## src/rtl/dmem_arbiter.sv

```systemverilog
// Two-master arbiter in front of the single-port data RAM: core (port 0) has priority,
// the debug/loader master (port 1) is guaranteed a grant after MAX_WAIT refused cycles.
module dmem_arbiter #(
    parameter int AW       = 32,
    parameter int DEPTH    = 8,
    parameter int MAX_WAIT = 4
) (
    input  logic                     clk,
    input  logic                     rst_n,
    input  logic                     m0_req,
    input  logic                     m0_we,
    input  logic [3:0]               m0_be,
    input  logic [AW-1:0]            m0_addr,
    input  logic [31:0]              m0_wdata,
    output logic                     m0_gnt,
    output logic                     m0_rvalid,
    output logic [31:0]              m0_rdata,
    output logic                     m0_err,
    input  logic                     m1_req,
    input  logic                     m1_we,
    input  logic [3:0]               m1_be,
    input  logic [AW-1:0]            m1_addr,
    input  logic [31:0]              m1_wdata,
    output logic                     m1_gnt,
    output logic                     m1_rvalid,
    output logic [31:0]              m1_rdata,
    output logic                     m1_err,
    output logic                     ram_en,
    output logic                     ram_we,
    output logic [3:0]               ram_be,
    output logic [$clog2(DEPTH)-1:0] ram_addr,
    output logic [31:0]              ram_wdata,
    input  logic [31:0]              ram_rdata
);

    localparam int              IW       = $clog2(DEPTH);
    localparam logic [AW-3:0]   LP_DEPTH = (AW-2)'(DEPTH);
    localparam logic [3:0]      LP_MAX   = 4'(MAX_WAIT);

    logic [3:0]    r_wait_cnt;
    logic          r_resp_valid;
    logic          r_resp_sel;
    logic          r_resp_we;
    logic          r_resp_err;

    logic          w_sel0;
    logic          w_sel1;
    logic          w_any;
    logic          w_we;
    logic [3:0]    w_be;
    logic [AW-3:0] w_idx;
    logic [31:0]   w_wdata;
    logic          w_inr;
    logic [31:0]   w_rdata;
    logic [3:0]    w_wait_nxt;

    // Port 1 only overrides the core once it has been refused MAX_WAIT cycles in a row.
    always_comb begin
        w_sel1 = m1_req && (!m0_req || (r_wait_cnt == LP_MAX));
        w_sel0 = m0_req && !w_sel1;
        w_any  = w_sel0 || w_sel1;
    end

    always_comb begin
        w_we    = w_sel1 ? m1_we    : m0_we;
        w_be    = w_sel1 ? m1_be    : m0_be;
        w_idx   = w_sel1 ? m1_addr[AW-1:2] : m0_addr[AW-1:2];
        w_wdata = w_sel1 ? m1_wdata : m0_wdata;
        w_inr   = (w_idx < LP_DEPTH);
    end

    always_comb begin
        w_wait_nxt = r_wait_cnt;
        if (!m1_req || w_sel1) begin
            w_wait_nxt = 4'd0;
        end else if (r_wait_cnt < LP_MAX) begin
            w_wait_nxt = r_wait_cnt + 4'd1;
        end
    end

    // Everything visible is masked while reset is held, including a response already in flight.
    always_comb begin
        m0_gnt    = rst_n && w_sel0;
        m1_gnt    = rst_n && w_sel1;
        ram_en    = rst_n && w_any && w_inr;
        ram_we    = ram_en && w_we;
        ram_be    = ram_we ? w_be : 4'd0;
        ram_addr  = ram_en ? w_idx[IW-1:0] : '0;
        ram_wdata = ram_we ? w_wdata : 32'd0;
    end

    always_ff @(posedge clk) begin
        if (!rst_n) begin
            r_wait_cnt   <= 4'd0;
            r_resp_valid <= 1'b0;
            r_resp_sel   <= 1'b0;
            r_resp_we    <= 1'b0;
            r_resp_err   <= 1'b0;
        end else begin
            r_wait_cnt   <= w_wait_nxt;
            r_resp_valid <= w_any;
            r_resp_sel   <= w_sel1;
            r_resp_we    <= w_we;
            r_resp_err   <= w_any && !w_inr;
        end
    end

    always_comb begin
        w_rdata   = (r_resp_valid && !r_resp_we && !r_resp_err) ? ram_rdata : 32'd0;
        m0_rvalid = rst_n && r_resp_valid && !r_resp_sel;
        m1_rvalid = rst_n && r_resp_valid && r_resp_sel;
        m0_rdata  = m0_rvalid ? w_rdata : 32'd0;
        m1_rdata  = m1_rvalid ? w_rdata : 32'd0;
        m0_err    = m0_rvalid && r_resp_err;
        m1_err    = m1_rvalid && r_resp_err;
    end

endmodule

```

## config.mk

```make
export PLATFORM = sky130hd
export DESIGN_NAME = dmem_arbiter
export DESIGN_NICKNAME = d
export VERILOG_FILES = /design/src/rtl/dmem_arbiter.sv
export SDC_FILE = /design/constraint.sdc
export NUM_CORES = 1
export LEC_CHECK = 0
export ABC_AREA = 1
export CAP_MARGIN = 20
export CORE_AREA = 2 2 110 112
export CTS_CLUSTER_DIAMETER = 150
export DETAILED_ROUTE_END_ITERATION = 12
export DIE_AREA = 0 0 112 114
export SETUP_SLACK_MARGIN = 0.3
export SKIP_LAST_GASP = 1
export SLEW_MARGIN = 40
export SYNTH_ARGS = -nofsm -noshare
export SYNTH_HDL_FRONTEND = slang
export SYNTH_SLANG_ARGS = --single-unit
```

## constraint.sdc

```tcl
create_clock -name clk -period 2.7 [get_ports clk]
set_input_delay 0.81 -clock clk [delete_from_list [all_inputs] [get_ports clk]]
set_output_delay 0.81 -clock clk [all_outputs]
set_load 0.02 [all_outputs]
```

==> results_tabular.tex <==
\begin{tabular}{lr}
\hline
Metric & Value \\
\hline
\multicolumn{2}{l}{\textbf{Yosys}} \\
Post-synth net total & 605 \\
Sequential area share after synthesis & about 8.0\% \\
Synthesized netlist cell count & 429 \\
Area share of the leading cell type in the synthesized netlist & about a quarter \\
Biggest area consumer among synthesized cells & sky130\_fd\_sc\_hd\_\_nand2\_1 \\
Seq cells post-synth & 8 \\
Warnings from Yosys & 0 \\
Synth cell types & 19 \\
Post-synthesis average cell area & approximately 4.6 um\^{}2 \\
Cell area after technology mapping & 1990 um\^{}2 \\
Top area cells in the synthesized netlist & sky130\_fd\_sc\_hd\_\_nand2\_1, sky130\_fd\_sc\_hd\_\_inv\_1, sky130\_fd\_sc\_hd\_\_nor3\_1 \\
\multicolumn{2}{l}{\textbf{Clock tree}} \\
Clock input transition at the sequential cells of the worst setup and hold paths & 0.03 ns \\
Number of CTS-inserted buffers & 3 \\
Worst skew pair latency & 0.23 ns \\
Root buf cell & sky130\_fd\_sc\_hd\_\_clkbuf\_16 \\
Clock tree buffer depth & 2 \\
TritonCTS clock tree & done \\
H-tree levels & 1 \\
Total clock sinks & 8 \\
CTS Hold Bufs & 0 \\
\multicolumn{2}{l}{\textbf{Power}} \\
Highest ir drop seen on vdd & 0.000171 V \\
Leak pwr & 0.00343 uW \\
Power density of the placed cells & 150 nW/um\^{}2 \\
Pwr Total & 998 uW \\
\multicolumn{2}{l}{\textbf{Layout}} \\
Total non-filler cell area in the finished layout & 6670 um\^{}2 \\
Number of inserted diodes & 0 \\
Area growth from synthesis to layout & 234\% \\
Layout filler cell count & $\sim$1,100 \\
Layout cell share with drive strength beyond 1 & 49.9\% \\
Share of the core filled with cells & between 50 and 60\% \\
Final nets & about 940 \\
\multicolumn{2}{l}{\textbf{Timing}} \\
Final critical-path required period & 2.96 ns \\
Actual transition at the worst max-transition pin & 0.256 ns \\
Number of setup violations in the final report & 41 \\
Max frequency & 338 MHz \\
Slew headroom & around 83\% \\
Setup repair after global routing missed its margin & yes \\
Count of final max-slew check failures & 0 \\
Post-layout worst setup margin & -0.257 ns \\
Final-report hold violation count & 0 \\
Largest clock skew in the final design & 0.00150 ns \\
Post-route fraction of the period consumed by the critical path & 110\% \\
\multicolumn{2}{l}{\textbf{Critical path}} \\
Critical path startpoint category & input port \\
Critical path arrival & 2.15 ns \\
Critical setup path kind & input port to output port \\
CP max stage delay & 0.18 ns \\
Buffers plus inverters on the worst setup path & 4 \\
Cells along the critical path & clkdlybuf4s15\_1 > nor2\_1 > nand4\_1 > nor2\_1 > nand2\_1 > nand2\_2 > nand3\_4 > buf\_12 > buf\_8 > nor2\_4 > buf\_12 \\
Worst reg2reg path endpoint & r\_resp\_err \\
Crit path required time & roughly 1.9 ns \\
Slowest stage cell on the critical path & sky130\_fd\_sc\_hd\_\_buf\_12 \\
Critical register-to-register path startpoint & r\_wait\_cnt[1] \\
Top Family by Delay on Critical Path & simple AND/OR/NAND/NOR gates \\
Setup slack of the worst register-to-register path & 1.02 ns \\
Kind of end point of the critical path & output port \\
Worst-path fanout max & 8 \\
Worst Reg2Reg Path Length in Cells & 13 \\
\multicolumn{2}{l}{\textbf{Floorplan}} \\
Cell Rows & 40 \\
I/O pins & about 290 \\
Die Area & 12,800 um\^{}2 \\
Die height & 114 um \\
Floorplan die width & between 100 and 150 um \\
Starting density of the core & 17.0\% \\
Core outline area & 11,700 um\^{}2 \\
\multicolumn{2}{l}{\textbf{GRT}} \\
Antenna violations before repair & 0 \\
Via count of the first global-routing pass & around 3,900 \\
Total global routing overflow & 0 \\
Wire length of the first global-routing pass & between 15,000 and 20,000 um \\
Tot GR Track Use & 18.0\% \\
Maximum number of pins on one net before global-route repair & 37 \\
\multicolumn{2}{l}{\textbf{Worst hold path}} \\
Worst hold start & r\_wait\_cnt[2] \\
Hold endpoint & r\_wait\_cnt[2] \\
Instance count along the most critical hold path & 2 \\
Tightest Hold Check Type & flop to flop \\
\multicolumn{2}{l}{\textbf{Routing}} \\
Initial DRC Count & 141 \\
DRC & 0 \\
Post-DR wirelength/cell & 13.5 um \\
First-pass iteration count of the detailed router & 4 \\
Remaining antenna violation count & 0 \\
Total detailed-routing wirelength & between 10,000 and 15,000 um \\
Drt via density & slightly above 4 \\
Total number of vias & 3,762 \\
\multicolumn{2}{l}{\textbf{Status}} \\
Violations in the final reports & negative setup slack \\
Outcome & complete, but fails checks \\
\multicolumn{2}{l}{\textbf{Flow run}} \\
MaxCap Viol Count & 0 \\
\multicolumn{2}{l}{\textbf{Placed design}} \\
Worst-case setup slack after placement & -1.05 ns \\
Area after DPL & approximately 6000 um\^{}2 \\
Number of buffer cells added on primary ports & 280 \\
Routability cong. & 0.870 \\
Detailed placer's ending HPWL & roughly 9800 um \\
\hline
\end{tabular}
Yosys cell counts:
| library cell | instances |
|---|---|
| sky130_fd_sc_hd__nor3_1 | 68 |
| sky130_fd_sc_hd__clkbuf_1 | 11 |
| sky130_fd_sc_hd__nand4_1 | 2 |
| sky130_fd_sc_hd__nand2_2 | 2 |
| sky130_fd_sc_hd__xor2_1 | 1 |
| sky130_fd_sc_hd__inv_1 | 94 |
| sky130_fd_sc_hd__buf_6 | 3 |
| sky130_fd_sc_hd__buf_2 | 9 |
| sky130_fd_sc_hd__nand3_4 | 1 |
| sky130_fd_sc_hd__nand2_1 | 138 |
| sky130_fd_sc_hd__nor2_1 | 49 |
| sky130_fd_sc_hd__nand3_1 | 3 |
| sky130_fd_sc_hd__o21ai_0 | 1 |
| sky130_fd_sc_hd__dfxtp_1 | 8 |
| sky130_fd_sc_hd__inv_2 | 2 |
| sky130_fd_sc_hd__a21oi_1 | 3 |
| sky130_fd_sc_hd__and2_0 | 3 |
| sky130_fd_sc_hd__ha_1 | 2 |
| sky130_fd_sc_hd__nor2_2 | 29 |
per-stage QoR:
step,std cells,hold WS (ns),TNS (ns)
finish,908,0.548,-7.35
global route,908,0.578,-12.83
CTS,902,0.518,-9.23
detailed placement,870,0.510,-92.96
global placement,870,0.489,-91.69
floorplan,429,0.433,0
flip-flops by register name, indices dropped and copies added, names as in the netlist:
| signal | count |
|---|---|
| r_resp_we | 1 |
| r_resp_valid | 1 |
| r_resp_sel | 1 |
| r_resp_err | 1 |
| r_wait_cnt | 4 |
worst min-delay path, stage by stage (launching register included):
cell and delay (ns):
sky130_fd_sc_hd__dfxtp_1 0.36, sky130_fd_sc_hd__a21oi_1 0.06, sky130_fd_sc_hd__nor2_1 0.09
cell usage in the layout, fill, tap and decap left out, types with 2 or more instances in the layout:
cell type                           n
sky130_fd_sc_hd__nand2_1          132
sky130_fd_sc_hd__clkdlybuf4s50_1  105
sky130_fd_sc_hd__buf_6            100
sky130_fd_sc_hd__nor3_4            65
sky130_fd_sc_hd__inv_1             61
sky130_fd_sc_hd__buf_4             59
sky130_fd_sc_hd__nor2_1            37
sky130_fd_sc_hd__buf_2             32
sky130_fd_sc_hd__inv_2             31
sky130_fd_sc_hd__nor2_4            24
sky130_fd_sc_hd__nor2_2            17
sky130_fd_sc_hd__clkdlybuf4s15_1   17
sky130_fd_sc_hd__buf_12            13
sky130_fd_sc_hd__dlygate4sd2_1      8
sky130_fd_sc_hd__dfxtp_1            7
sky130_fd_sc_hd__buf_16             6
sky130_fd_sc_hd__nand2_2            5
sky130_fd_sc_hd__clkbuf_2           5
sky130_fd_sc_hd__clkbuf_16          4
sky130_fd_sc_hd__nor3_2             3
sky130_fd_sc_hd__and2_1             3
sky130_fd_sc_hd__a21oi_1            3
sky130_fd_sc_hd__buf_8              3
sky130_fd_sc_hd__inv_8              2
sky130_fd_sc_hd__nand2_4            2
sky130_fd_sc_hd__inv_4              2
sky130_fd_sc_hd__nand3_1            2
sky130_fd_sc_hd__nand4_1            2
worst max-delay path by stage:
stage                     depth (start not counted)  slack (ns)         from             to
final                                            11       -0.26  m1_addr[19]  ram_wdata[23]
after global routing                             13       -0.39  m1_addr[24]  ram_wdata[27]
after CTS                                        13       -0.32  m1_addr[17]  ram_wdata[27]
after detailed placement                         12       -1.05  m1_addr[27]   ram_wdata[3]
after global placement                           12       -1.04  m1_addr[30]   ram_wdata[3]
after floorplan                                   5        0.10        rst_n   m0_rdata[10]
where the power goes:
part / internal, uW / switching, uW / leakage, uW / total [uW]
Clock: 190 / 50.6 / 0.0000370 / 241
Sequential: 123 / 1.81 / 0.0000661 / 125
Combinational: 329 / 303 / 0.00332 / 632
routing by layer:
metal | up-vias | wire (um) | GRT usage (%)
li1 | 1930 | - | -
met1 | 1641 | 3980 | 17.5
met2 | 179 | 7010 | 38.1
met3 | 12 | 1080 | 4.36
met4 | 0 | 177 | 3.74
met5 | - | 0 | 0
logic make-up after synthesis:
group	count (synthesis)	share of synthesized area (%)
simple gates	295	65.2
buf+inv	119	24.1
flops	8	8.03
xor+xnor	1	0.439
fa+ha+maj	2	1.25
compound gates	4	1.00
what timing repair did:
action | CTS | global route
pin swaps | 59 | 33
endpoints found under the setup margin | 111 | 111
cloned | 6 | 1
buffers inserted | 23 | 5
gates resized for setup | 811 | 79
final cells by class:
class | instances | area [um^2] | share of cell area (%)
repair buffers | 351 | 3560 | 53.4
flip-flops and latches | 8 | 161 | 2.42
inverters | 96 | 380 | 5.70
repair inverters | 1 | 7.51 | 0.113
clock buffers | 3 | 75.1 | 1.13
well taps | 147 | 184 | 2.76
multi-input cells | 302 | 2300 | 34.4
No activity file was read; power rests on OpenSTA's default activity.
